==> src/rtl/output_event_streamer_if.sv <==
// Event stream interface: valid/ready handshake carrying index, value and timestamp.
interface output_event_streamer_if #(
    parameter int unsigned IDX_W = 5,
    parameter int unsigned TS_W  = 16
);
    logic             ev_valid;
    logic             ev_ready;
    logic [IDX_W-1:0] ev_index;
    logic             ev_value;
    logic [TS_W-1:0]  ev_time;

    modport master (output ev_valid, ev_index, ev_value, ev_time, input ev_ready);
    modport slave  (input ev_valid, ev_index, ev_value, ev_time, output ev_ready);
endinterface

==> src/rtl/output_event_streamer.sv <==
// Per-bit change detector on out_buf feeding a show-ahead event FIFO.
// Optional timestamping is enabled by defining OUTPUT_EVENT_TS_EN.
module output_event_streamer #(
    parameter int unsigned WIDTH      = 32,
    parameter int unsigned IDX_W      = 5,
    parameter int unsigned FIFO_DEPTH = 8,
    parameter int unsigned TS_W       = 16
) (
    input  logic                        clk,
    input  logic                        reset,
    input  logic [WIDTH-1:0]            out_buf,
    input  logic                        snap_req,
    output_event_streamer_if.master     ev,
    output logic [$clog2(FIFO_DEPTH):0] fifo_level,
    output logic                        coalesced,
    input  logic                        clr_flags
);
    localparam int unsigned PTR_W = $clog2(FIFO_DEPTH);
    localparam int unsigned LVL_W = PTR_W + 1;

    logic [WIDTH-1:0] prev_buf;
    logic [WIDTH-1:0] pending;
    logic [WIDTH-1:0] diff;
    logic [WIDTH-1:0] grant_mask;
    logic [IDX_W-1:0] grant_idx;
    logic             grant;
    logic             pop;
    logic             full;
    logic [PTR_W-1:0] wr_ptr;
    logic [PTR_W-1:0] rd_ptr;

    logic [IDX_W-1:0] idx_mem [FIFO_DEPTH];
    logic             val_mem [FIFO_DEPTH];

    // Lowest set pending bit wins the single grant slot.
    always_comb begin
        grant_idx = '0;
        for (int i = int'(WIDTH) - 1; i >= 0; i--) begin
            if (pending[i]) grant_idx = IDX_W'(i);
        end
    end

    assign diff       = out_buf ^ prev_buf;
    assign full       = (fifo_level == LVL_W'(FIFO_DEPTH));
    assign pop        = ev.ev_valid & ev.ev_ready;
    assign grant      = (|pending) & (~full | pop);
    assign grant_mask = grant ? (WIDTH'(1) << grant_idx) : '0;

    assign ev.ev_valid = (fifo_level != '0);
    assign ev.ev_index = ev.ev_valid ? idx_mem[rd_ptr] : '0;
    assign ev.ev_value = ev.ev_valid ? val_mem[rd_ptr] : 1'b0;

    always_ff @(posedge clk or negedge reset) begin
        if (!reset) begin
            prev_buf   <= '0;
            pending    <= '0;
            coalesced  <= 1'b0;
            wr_ptr     <= '0;
            rd_ptr     <= '0;
            fifo_level <= '0;
        end else begin
            prev_buf <= out_buf;
            pending  <= (pending & ~grant_mask) | diff | {WIDTH{snap_req}};
            // A re-change on a still-pending bit folds into the queued request.
            if (|(pending & ~grant_mask & diff)) coalesced <= 1'b1;
            else if (clr_flags)                  coalesced <= 1'b0;
            if (grant) wr_ptr <= wr_ptr + PTR_W'(1);
            if (pop)   rd_ptr <= rd_ptr + PTR_W'(1);
            case ({grant, pop})
                2'b10:   fifo_level <= fifo_level + LVL_W'(1);
                2'b01:   fifo_level <= fifo_level - LVL_W'(1);
                default: ;
            endcase
        end
    end

    // Value is taken from the most recent sample, not from detection time.
    always_ff @(posedge clk) begin
        if (grant) begin
            idx_mem[wr_ptr] <= grant_idx;
            val_mem[wr_ptr] <= prev_buf[grant_idx];
        end
    end

`ifdef OUTPUT_EVENT_TS_EN
    logic [TS_W-1:0] ts;
    logic [TS_W-1:0] ts_mem [FIFO_DEPTH];

    always_ff @(posedge clk or negedge reset) begin
        if (!reset) ts <= '0;
        else        ts <= ts + TS_W'(1);
    end

    always_ff @(posedge clk) begin
        if (grant) ts_mem[wr_ptr] <= ts;
    end

    assign ev.ev_time = ev.ev_valid ? ts_mem[rd_ptr] : '0;
`else
    assign ev.ev_time = TS_W'(0);
`endif

endmodule

==> src/flat_wrapper.sv <==
// flat-port wrapper written by rule: the top's interface ports become plain ports
module output_event_streamer_flat 
#(
    parameter int unsigned WIDTH      = 32,
    parameter int unsigned IDX_W      = 5,
    parameter int unsigned FIFO_DEPTH = 8,
    parameter int unsigned TS_W       = 16
)
  (clk, reset, out_buf, snap_req, fifo_level, coalesced, clr_flags, ev_ev_valid, ev_ev_index, ev_ev_value, ev_ev_time, ev_ev_ready);
  output_event_streamer_if #(.IDX_W(IDX_W), .TS_W(TS_W)) ev_i ();
  input  logic clk;
  input  logic reset;
  input  logic [WIDTH-1:0] out_buf;
  input  logic snap_req;
  output logic [$clog2(FIFO_DEPTH):0] fifo_level;
  output logic coalesced;
  input  logic clr_flags;
  output wire logic [$bits(ev_i.ev_valid)-1:0] ev_ev_valid;
  output wire logic [$bits(ev_i.ev_index)-1:0] ev_ev_index;
  output wire logic [$bits(ev_i.ev_value)-1:0] ev_ev_value;
  output wire logic [$bits(ev_i.ev_time)-1:0] ev_ev_time;
  input wire logic [$bits(ev_i.ev_ready)-1:0] ev_ev_ready;
  assign ev_ev_valid = ev_i.ev_valid;
  assign ev_ev_index = ev_i.ev_index;
  assign ev_ev_value = ev_i.ev_value;
  assign ev_ev_time = ev_i.ev_time;
  assign ev_i.ev_ready = ev_ev_ready;
  output_event_streamer #(.WIDTH(WIDTH), .IDX_W(IDX_W), .FIFO_DEPTH(FIFO_DEPTH), .TS_W(TS_W)) u_core (.clk(clk), .reset(reset), .out_buf(out_buf), .snap_req(snap_req), .ev(ev_i), .fifo_level(fifo_level), .coalesced(coalesced), .clr_flags(clr_flags));
endmodule
==> config.mk <==
export PLATFORM = sky130hd
export DESIGN_NAME = output_event_streamer_flat
export DESIGN_NICKNAME = d
export VERILOG_FILES = /design/src/rtl/output_event_streamer_if.sv /design/src/rtl/output_event_streamer.sv /design/src/flat_wrapper.sv
export SDC_FILE = /design/constraint.sdc
export NUM_CORES = 1
export LEC_CHECK = 0
export BUFFER_PORTS_ARGS = -buffer_cell sky130_fd_sc_hd__buf_2
export CAP_MARGIN = 10
export CORE_UTILIZATION = 39
export CTS_BUF_LIST = sky130_fd_sc_hd__clkbuf_16
export CTS_CLUSTER_DIAMETER = 80
export DETAILED_ROUTE_END_ITERATION = 6
export PLACE_DENSITY = 0.64
export SLEW_MARGIN = 20
export SYNTH_ARGS = -nofsm -noshare
export SYNTH_HDL_FRONTEND = slang
export SYNTH_SLANG_ARGS = --single-unit
==> constraint.sdc <==
create_clock -name clk -period 5 [get_ports clk]
set_clock_uncertainty 0.2 [all_clocks]
set_input_delay 0.25 -clock clk [delete_from_list [all_inputs] [get_ports clk]]
set_output_delay 0.25 -clock clk [all_outputs]
set_load 0.01 [all_outputs]
Word level (Yosys, flattened, before mapping)
Memories as Yosys holds them, arrays and structs flattened.
Cells that the tools add are included.
{ "totals": {"register_bits": 75, "output_inout_bits": 28, "mem_bits_rw": 48, "inputBits": 37, "mem_count": 2, "mem_bits_ro": 0, "latchBits": 0, "wordCells": 74} }
{ "memory_table": {"columns": ["name", "depth", "width", "read_ports", "rd_ports_with_merged_regs", "write_ports", "line_no", "rtl"], "rows": [
  ["u_core.idx_mem", 8, 5, 1, 0, 1, "output_event_streamer.sv:32", "logic [IDX_W-1:0] idx_mem [FIFO_DEPTH];"],
  ["u_core.val_mem", 8, 1, 1, 0, 1, "output_event_streamer.sv:33", "logic val_mem [FIFO_DEPTH];"]
]} }
{ "op_classes": {"n_lt_le_gt_ge": 1, "n_shift": 1, "muxes": 42, "div_mod_pow": 0, "n_reduce_logical": 5, "n_bitwise": 10, "eq_ne": 3, "mul": 0, "n_addsub": 4} }
{ "ops": {"columns": ["op", "count"], "rows": [
  ["$mux W5", 33],
  ["$and A32 B32 Y32", 2],
  ["$or A32 B32 Y32", 2],
  ["$reduce_or A32 Y1", 2],
  ["$mux W32", 1],
  ["$not A32 Y32", 1],
  ["$shl A1 B5 Y32 const A", 1],
  ["$xor A32 B32 Y32", 1],
  ["$pmux W4 S2", 1],
  ["$add A3 B1 Y3 const B", 2],
  ["$lt A5 B6 Y1 const B", 1],
  ["$mux W1", 6],
  ["$bmux W1 S5", 1],
  ["$add A4 B1 Y4 const B", 1],
  ["$eq A4 B4 Y1 const B", 1],
  ["$reduce_bool A2 Y1", 2],
  ["$reduce_bool A4 Y1", 1],
  ["$sub A4 B1 Y4 const B", 1],
  ["$and A1 B1 Y1", 2],
  ["$eq A2 B1 Y1 const B", 1],
  ["$eq A2 B2 Y1 const B", 1],
  ["$not A1 Y1", 1],
  ["$or A1 B1 Y1", 1]
]} }

Longest topological paths before layout
Gate-level depths: netlist of run 1.
{ "depth": {"depth_word": 39, "ltp_mapped": 13, "depth_no_buf": 12} }

Least setup slack after synthesis of run 1
Ideal clock, no wire load.
{ "synth_path": {"path_kind": "register -> register", "from": "register u_core.pending[9]", "to": "memory u_core.val_mem[0], data pin", "arrival_time_ns": 2.635, "required_time_ns": 4.519, "setup_ns": 0.281, "path_stages_with_launch": 12, "path_buffers": 1, "synth_period_minus_slack_ns": 3.116, "slack_ns": 1.884, "cell_sequence": "dfrtp_1 -> or4_1 -> clkbuf_1 -> a21oi_1 -> a21o_1 -> nand2_1 -> inv_1 -> o31a_1 -> o21ai_0 -> o221ai_1 -> o32ai_1 -> a211o_1"} }
{ "synth_between": {"elab_chain_len": 12} }
{ "synth_rtl": {"columns": ["item", "line_no", "rtl"], "rows": [
  ["start: declaration", "output_event_streamer.sv:22", "logic [WIDTH-1:0] pending;"],
  ["start signal: assignment", "output_event_streamer.sv:63", "pending <= (pending & ~grant_mask) | diff | {WIDTH{snap_req}};"],
  ["$mux W5 (10 in a row)", "output_event_streamer.sv:39", "if (pending[i]) grant_idx = IDX_W'(i);"],
  ["via u_core.grant_idx[2]", "output_event_streamer.sv:25", "logic [IDX_W-1:0] grant_idx;"],
  ["$bmux W1 S5", "output_event_streamer.sv:81", "val_mem[wr_ptr] <= prev_buf[grant_idx];"],
  ["$mux W1 (implied by the code)", "output_event_streamer.sv:81", null],
  ["end: declaration", "output_event_streamer.sv:33", null]
]} }
The timed path passes the listed nets, and every way through them passes these cells. The select of a mux whose other input is x is not followed.

Worst setup path in the final report of run 1
{ "layout_path": {"from": "register u_core.pending[9]", "to": "memory u_core.val_mem[1], data pin"} }
Same word-level chain as after synthesis.

==> qor.yml, run 1 <==
outcome: "finished clean"
placed_area_um2: 6563
area_delta_synth_final_pct: 21.56
fin_hold_ws_ns: 0.2140
netlist.area_leader.share: 0.3042
initial_core_util: 0.4029
period_minus_slack_ns: 3.885
synth_seq_cells: 123
wl_per_cell_um: 18.76
critPathArrivalTime_ns: 3.82
yosys.area.top_type: "dfrtp_1"
final_max_slew_viol_count: 0
clock_latency_ns: 0.42
max_cap_viol_count: 0
nets: 677
ioPinCount: 65
netlist_instances: 550
rsz0062_at_grt: "no"
drt-pass1-iter-count: 5
dpl.cell_count: 793
syn_area_per_cell_um2: 11.22
antenna_cells: 0
num_vias: 4707
drt-vias-per-instance: 5.480
startpoint_type: "register"
synth.most_common_cell: "dfrtp_1"
timing.fmax_mhz: 257.4
hpwl_mm: 11.55
wl_mm: 16.12
cts_sinks: 123
cts_max_level: 4
ys_seq_area_frac: 0.5378
core_area_um2: 15310
antenna_left: 0
worst-setup-path-type: "register to register"
overflow: 0
leakage_uw: 0.002943
met1Wirelength_mm: 6.762
tightest_slew_ns: 1.082
cts_root_buffer: "clkbuf_16"
synth-async-reset-ratio: 0.6098
top_layer_used: "met4"
yosysWarnings: 0
routabilityCongestion: 0.9476
wl_met2_mm: 7.980
grt_max_degree: 76
setup_viol: 0
finalCritPeriodShare: 0.7770
hold_class: "input pin to register"
portBuffers: 48
crit_fanout: 13
synth-main-ff-cell: "dfrtp_1"
synthTopCellsByArea: "dfrtp_1 30%, edfxtp_1 23%, xor2_1 4.5%"
setup_tns_ns: 0
synth_common_cells: "75 x dfrtp_1, 54 x nor2_1, 52 x nand2_1"
synth_edf_count: 48
grt_pass1_wl_mm: 25.61
numCtsBuffers: 17
drive_gt1_frac: 0.1543
post-cts-setup-buffers: 0
cts_resized: 0
die_y_um: 127.8
crit_path_end_kind: "register"
drcViolationCount: 0
grt_usage: 0.2123
grt_pass1_vias: 4787
ir_drop_mv: 0.2602
clk_pin_slew_ns: 0.05
clockBufferDepth: 2
required_ns: 4.94
die_x_um: 127.8
first_iter_violations: 391
power.density_nw_per_um2: 438.7
stdcell_count: 859
rows: 45
syn_area_um2: 6170
antenna_found_initial: 0
die-area_um2: 16330
design_area_um2: 7500
report.final.hold_viol_count: 0
final_util: 0.4897
cts_tree: "yes"
ys_types: 65
wl_met3_um: 803
slew_headroom: 0.2723
through the flow:
step                      power (uW)  setup slack, ns
after floorplan                 1820            1.884
after global placement          2038            1.110
after detailed placement        2066            1.169
after CTS                       3331            1.148
after global routing            3463           0.8403
final                           3290            1.115
cell type report:
cell class,instances,area (um2)
timing repair buffer,86,613.1
clock inverter,15,171.4
clock buffer,17,425.4
inverter,20,75.07
fill,1400,7815
multi-input combinational,387,2633
tap,211,264.0
sequential,123,3318
cell families (layout without fill, tap and decap cells):
family	count (synthesis)	in the layout	synth area share
multiplexers	27	27	0.06875
XOR/XNOR	39	39	0.05536
adder cells (fa/ha/maj)	5	5	0.01136
AO/OA/AOI/OAI	118	118	0.1347
flip-flops	123	123	0.5378
AND/OR/NAND/NOR	182	182	0.1460
other	1	16	0.0006078
buffers and inverters	55	138	0.04543
sequential cells by signal (all words and copies together) (netlist names):
signal and flops:
u_core.coalesced 1, u_core.fifo_level 4, u_core.idx_mem 40, u_core.pending 32
u_core.prev_buf 32, u_core.rd_ptr 3, u_core.val_mem 8, u_core.wr_ptr 3
power by group:
part / switching, uW / internal (uW)
Sequential: 144 / 1220
Combinational: 357 / 326
Clock: 421 / 817
Total: 922 / 2370
per-layer routing:
metal / vias up / track usage
met4: 0 / 0.1024
met1: 2330 / 0.2531
met3: 35 / 0.05760
met5: - / 0
li1: 2172 / -
met2: 170 / 0.3555
final timing paths:
path                                 startpoint                    to  slack [ns]  depth (start not counted)
max in group asynchronous                 reset      u_core.rd_ptr[2]        3.64                          2
min in group asynchronous                 reset   u_core.prev_buf[27]        0.32                          2
hold / removal                         snap_req     u_core.pending[1]        0.21                          3
hold reg to reg            u_core.fifo_level[3]  u_core.fifo_level[3]        0.34                          1
setup / recovery              u_core.pending[9]     u_core.val_mem[1]        1.11                         10
setup reg to reg              u_core.pending[9]     u_core.val_mem[1]        1.11                         10
worst max-delay path, stage by stage, from the launching register on:
cell	delay, ns
dfrtp_1	0.40
or4_1	0.67
a21oi_1	0.30
a21o_1	0.20
nand2_1	0.25
inv_1	0.49
o31a_1	0.21
o21ai_0	0.11
o221ai_1	0.28
o32ai_1	0.16
a211o_1	0.33
timing repair:
action                                 in CTS  in global routing
endpoints found under the hold margin     119                  0
setup endpoints to repair                   0                  0
hold buffers                               34                  0
layout by cell type, fill, tap and decap left out, types with 8 or more instances in the layout:
cell           instances
buf_2                 47
mux4_2                12
nor2_1                54
mux2i_1               12
o21ai_0               19
conb_1                16
xor2_1                32
or3_1                 11
nand2_1               52
a21oi_1               21
clkbuf_16             17
edfxtp_1              48
dfrtp_1               75
nor4_1                12
a211o_1               16
inv_1                 25
dlygate4sd3_1         34
or4_1                  8
Note: power is estimated with default switching activity, not from simulation.
==> inputs of run 2 (changes only) <==
- ABC_AREA: unset -> 1
- clock period: 5 -> 3.6 ns (I/O delays scaled with it)
==> qor.yml, run 2 <==
seq_power_share: 0.398
crit_fanout: 11
reg.largest.list: "u_core.idx_mem x40, u_core.pending x32, u_core.prev_buf x32"
antenna_cells: 0
ys_types: 35
synth.most_common_cell: "nand2_1"
die_y_um: 127.8
synth_compound_area_frac: 0.06125
cts_tree: "yes"
synth_xor_area_frac: 0.05394
ioPinCount: 65
layout_common_cells: "129 x nand2_1, 93 x nand3_1, 83 x nor2_1"
setup_tns_ns: 0
worst-setup-path-type: "register to register"
synth_mux_area_frac: 0
dpl.cell_count: 955
timing.fmax_mhz: 290.4
netlist.area_leader.share: 0.3042
crit_path_end_kind: "register"
pwr-share-comb: 0.245
drive_gt1_frac: 0.1501
wl_per_cell_um: 15.10
hold_class: "input pin to register"
syn_area_per_cell_um2: 8.789
first_iter_violations: 379
largest-register: "u_core.idx_mem"
critPathArrivalTime_ns: 3.40
cts_max_level: 4
setup_viol: 0
netlist_instances: 702
largest_reg_flops: 40
hpwl_mm: 10.85
syn_area_um2: 6170
antenna_left: 0
final_util: 0.5007
antenna_found_initial: 0
grt_max_degree: 76
yosys.area_share.adder: 0.01136
yosysWarnings: 0
grt_pass1_vias: 4957
wl_mm: 15.47
nets: 842
final_max_slew_viol_count: 0
leakage_uw: 0.003487
slowest_delay_ns: 0.40
cts_root_buffer: "clkbuf_16"
num_vias: 4997
clockBufferDepth: 2
ys_seq_area_frac: 0.5378
crit_chain: "inv_1, a311oi_1, o31ai_1, o21ai_0, nand2_1, nand2_1, nand2_1, nand2_1, nand2_1, nand2_1, nand2_1, nand2_1, a31oi_2, buf_4, inv_1, nand3_4, clkinvlp_4, nand2_2, nand3_2, nand3_2, nand2_2, o21a_4"
synth-async-reset-ratio: 0.6098
cts_sinks: 123
drcViolationCount: 0
overflow: 0
rsz0062_at_grt: "yes"
power.density_nw_per_um2: 599.4
synth_seq_cells: 123
startpoint_type: "register"
portBuffers: 48
max_cap_viol_count: 0
area_delta_synth_final_pct: 24.30
synth-main-ff-cell: "dfrtp_1"
ir_drop_mv: 0.4140
fin_hold_ws_ns: 0.06116
synth_edf_count: 48
final_common_cell: "nand2_1"
synth_common_cells: "137 x nand2_1, 98 x nand3_1, 83 x nor2_1"
die_x_um: 127.8
clock_latency_ns: 0.42
power_frac_clock: 0.356
cp_num_buf_inv: 4
totalPowerFinal_uw: 4597
crit_family: "simple AND/OR/NAND/NOR gates"
synth-simple-area-share: 0.2541
clk_pin_slew_ns: 0.05
rows: 45
finalCritPeriodShare: 0.9566
drt-vias-per-instance: 4.880
report.final.hold_viol_count: 0
crit_top_cell: "nand2_1"
numCtsBuffers: 17
core_area_um2: 15310
routabilityCongestion: 0.8935
netSwitchingPower_uw: 1419
yosys.area.top_type: "dfrtp_1"
synth_top_family_by_area: "simple AND/OR/NAND/NOR gates"
tightest_slew_ns: 1.054
drt-pass1-iter-count: 5
switching_share: 0.3087
synthTopCellsByArea: "dfrtp_1 30%, edfxtp_1 23%, nand2_1 8.3%"
required_ns: 3.55
die-area_um2: 16330
slew_headroom: 0.2929
period_minus_slack_ns: 3.444
outcome: "finished clean"
grt_usage: 0.2019
stdcell_count: 1024
cp_slowest_cell: "dfrtp_1"
power.internal_uw: 3178
initial_core_util: 0.4029
grt_pass1_wl_mm: 24.71
## run 2: cell types whose count changed after synthesis, sizes merged, moves of 11 or more
cell | previous run | this run
a211o | 16 | 0
nand2 | 52 | 140
mux2i | 12 | 0
nor2 | 54 | 87
mux4 | 12 | 0
o21ai | 20 | 37
inv | 20 | 76
nor4 | 14 | 1
xnor2 | 7 | 33
nand3b | 3 | 15
or3 | 11 | 0
xor2 | 32 | 5
a21oi | 22 | 11
nand3 | 8 | 99
## run 2: worst paths after layout
| path | from | endpoint | slack [ns] | depth (start not counted) |
|---|---|---|---|---|
| max | u_core.pending[28] | u_core.val_mem[5] | 0.16 | 22 |
| min in group asynchronous | reset | u_core.prev_buf[25] | 0.25 | 2 |
| max reg2reg | u_core.pending[28] | u_core.val_mem[5] | 0.16 | 22 |
| max in group asynchronous | reset | u_core.pending[22] | 2.31 | 2 |
| min | ev_ev_ready | u_core.rd_ptr[0] | 0.06 | 4 |
| min reg2reg | u_core.fifo_level[0] | u_core.fifo_level[0] | 0.32 | 1 |
## run 2: logic make-up after synthesis
logic type	after synthesis
xor gates and xnor gates	38
DFF	123
and+or+nand+nor	354
buffers and inverters	113
AOI/OAI and AO/OA	68
other	1
adders and majority gates	5
## run 2: per-stage QoR
| step | cell area (um2) | setup WS, ns |
|---|---|---|
| 2_1_floorplan | 6226 | 0.6959 |
| 6_report | 7669 | 0.1561 |
| 5_1_grt | 7669 | -0.1722 |
| 3_3_place_gp | 6644 | 0.1000 |
| 3_5_place_dp | 6644 | 0.05377 |
| 4_1_cts | 7545 | 0.02469 |
## run 2: area by class of cell
| cell class | count | area [um2] |
|---|---|---|
| Fill cell | 1488 | 7646 |
| Inverter | 78 | 296.5 |
| Tap cell | 211 | 264.0 |
| Multi-Input combinational cell | 481 | 2499 |
| Clock buffer | 17 | 425.4 |
| Clock inverter | 15 | 145.1 |
| Timing Repair Buffer | 99 | 720.7 |
| Sequential cell | 123 | 3318 |
## run 2: metal layers
| layer | global-route usage | part of all wire |
|---|---|---|
| met5 | 0 | 0 |
| met4 | 0.09273 | 0.025 |
| met3 | 0.04174 | 0.052 |
| met2 | 0.3437 | 0.49 |
| met1 | 0.2462 | 0.43 |
## run 2: power groups by stage
stage	Combinational, uW	Clock, uW	Sequential [uW]
after floorplan	766	0	1820
after global placement	1070	0	1850
after detailed placement	1100	0	1860
after CTS	1130	1670	1830
after global routing	1260	1730	1850
final	1130	1640	1830
## run 2: worst register-to-register path, cell delays in order, from the launching register on
cell and delay (ns):
dfrtp_1 0.40, inv_1 0.09, a311oi_1 0.10, o31ai_1 0.25
o21ai_0 0.12, nand2_1 0.07, nand2_1 0.05, nand2_1 0.06
nand2_1 0.06, nand2_1 0.06, nand2_1 0.05, nand2_1 0.05
nand2_1 0.08, a31oi_2 0.22, buf_4 0.25, inv_1 0.11
nand3_4 0.13, clkinvlp_4 0.21, nand2_2 0.15, nand3_2 0.08
nand3_2 0.08, nand2_2 0.06, o21a_4 0.25
## run 2: what timing repair did
action                                  4_1_cts  5_1_grt
buffers inserted                              0        4
endpoints found under the hold margin       139        0
gates resized for setup                       0       23
endpoints found under the setup margin        0       12
hold buffers                                 33        0
==> inputs of run 3 (changes only) <==
- CORE_ASPECT_RATIO: unset -> 0.5
- RECOVER_POWER: unset -> 50
==> qor.yml, run 3 (synthesis gave the netlist of run 2 again) <==
grt_pass1_vias: 4785
setup_viol: 0
routabilityCongestion: 0.8932
failed_checks: "design-rule violations, max-capacitance violations, max-slew violations"
crit_top_cell: "nand2_1"
hpwl_mm: 10.51
multi_input_area_um2: 2464
numCtsBuffers: 17
fin_hold_ws_ns: 0.002323
final_common_cell: "nand2_1"
finalCritPeriodShare: 0.9565
wl_mm: 15.33
crit_start: "u_core.pending[31]"
reg.largest.list: "u_core.idx_mem x40, u_core.pending x32, u_core.prev_buf x32"
grt_pass1_wl_mm: 24.41
clockBufferDepth: 2
drt-pass1-iter-count: 7
timing.fmax_mhz: 290.4
slew_headroom: -0.2699
largest_reg_flops: 40
seqCellArea_um2: 3318
period_minus_slack_ns: 3.444
cp_slowest_cell: "dfrtp_1"
cts_sinks: 123
crit_fanout: 8
antenna_cells: 0
outcome: "complete, but fails checks"
drt-vias-per-instance: 4.952
layout_common_cells: "136 x nand2_1, 97 x nand3_1, 81 x nor2_1"
cts_tree: "yes"
critPathArrivalTime_ns: 3.40
largest-register: "u_core.idx_mem"
hold_start: "ev_ev_ready"
clock_latency_ns: 0.42
max_cap_viol_count: 1
report.final.hold_viol_count: 0
die_y_um: 90.94
grt_usage: 0.1950
wl_per_cell_um: 15.00
drcViolationCount: 5
power.density_nw_per_um2: 607.5
fillerInstances: 1436
r2r_cells: 35
overflow: 0
clk_pin_slew_ns: 0.06
cts_max_level: 4
slowest_delay_ns: 0.41
worst-setup-path-type: "register to register"
ioPinCount: 65
setup_tns_ns: 0
required_ns: 3.56
area_delta_synth_final_pct: 24.05
drive_gt1_frac: 0.1064
hold_class: "input pin to register"
leakage_uw: 0.003372
first_iter_violations: 355
core_area_um2: 15410
rr_endpoint: "u_core.val_mem[2]"
ir_drop_mv: 0.2572
antenna_left: 0
startpoint_type: "register"
die_x_um: 179.9
die-area_um2: 16360
reg2reg_from: "u_core.pending[31]"
grt_max_degree: 76
final_max_slew_viol_count: 76
rows: 32
initial_core_util: 0.4002
antenna_found_initial: 0
portBuffers: 48
cts_root_buffer: "clkbuf_16"
nets: 847
worstSetupEndpoint: "u_core.val_mem[2]"
crit_path_end_kind: "register"
reg2reg_slack_ns: 0.16
num_vias: 5061
rsz0062_at_grt: "yes"
tightest_slew_ns: 1.905
[run 3: cell count changes in the layout (fill, tap and decap cells not counted), moves of 3 or more]
cell / delta
clkinv_4: +3
inv_1: -6
nand3_1: +4
nand3_2: -4
inv_6: +4
nand2_1: +7
clkbuf_1: +38
clkinv_2: -3
nand2_2: -7
buf_2: -37
clkinvlp_4: +3
[run 3: area by class of cell]
| cell class | instances | share of cell area |
|---|---|---|
| multi-input cells | 481 | 0.3219 |
| flip-flops and latches | 123 | 0.4335 |
| repair buffers | 104 | 0.09482 |
| clock buffers | 17 | 0.05558 |
| inverters | 78 | 0.03923 |
| well taps | 204 | 0.03335 |
| clock inverters | 15 | 0.02158 |
[run 3: timing repair]
item,CTS,global route
resized for setup,1,16
endpoints found under the hold margin,139,0
pin swaps,0,1
setup buffers,0,8
endpoints found under the setup margin,1,9
gates cloned,0,0
hold buffers,33,0
[run 3: stage by stage]
stage          setup WS, ns  instance area, um2  utilization  power (uW)  std cells
2_1_floorplan        0.6959                6226            -        2586        717
3_3_place_gp        0.04782                6630       0.4301        2926        949
3_5_place_dp        0.04484                6630       0.4301        2951        949
4_1_cts             0.05989                7559       0.4903        4689       1014
5_1_grt            -0.07421                7654       0.4965        4908       1022
6_report             0.1565                7654       0.4965        4650       1022
[run 3: critical path, delay by kind of cell, from the launching register on]
family                 cells  cell delay (ns)
DFF                        1             0.41
and+or+nand+nor           32             1.79
buffers and inverters      1             0.25
AOI/OAI and AO/OA          2             0.52
[run 3: where the power goes]
group	switching, uW	internal, uW	total, uW	leakage, uW
sequential	116	1710	1820	0.00123
clock	681	1030	1710	0.000284
combinational	721	392	1110	0.00186
[run 3: metal layers]
layer,vias up,global-route usage,share of wire
met5,-,0,0
met4,0,0.07184,0.017
met3,29,0.03851,0.058
met1,2382,0.2694,0.46
li1,2481,-,-
met2,169,0.3051,0.46
[run 3: worst min path at each step]
stage | to | slack, ns | cells past startpoint
6_report | u_core.rd_ptr[0] | 0.002 | 4
5_1_grt | u_core.rd_ptr[1] | 0.04 | 5
4_1_cts | u_core.rd_ptr[0] | 0.01 | 4
3_5_place_dp | u_core.prev_buf[10] | 0.12 | 1
3_3_place_gp | u_core.prev_buf[7] | 0.11 | 1
2_1_floorplan | u_core.coalesced | -0.32 | 0
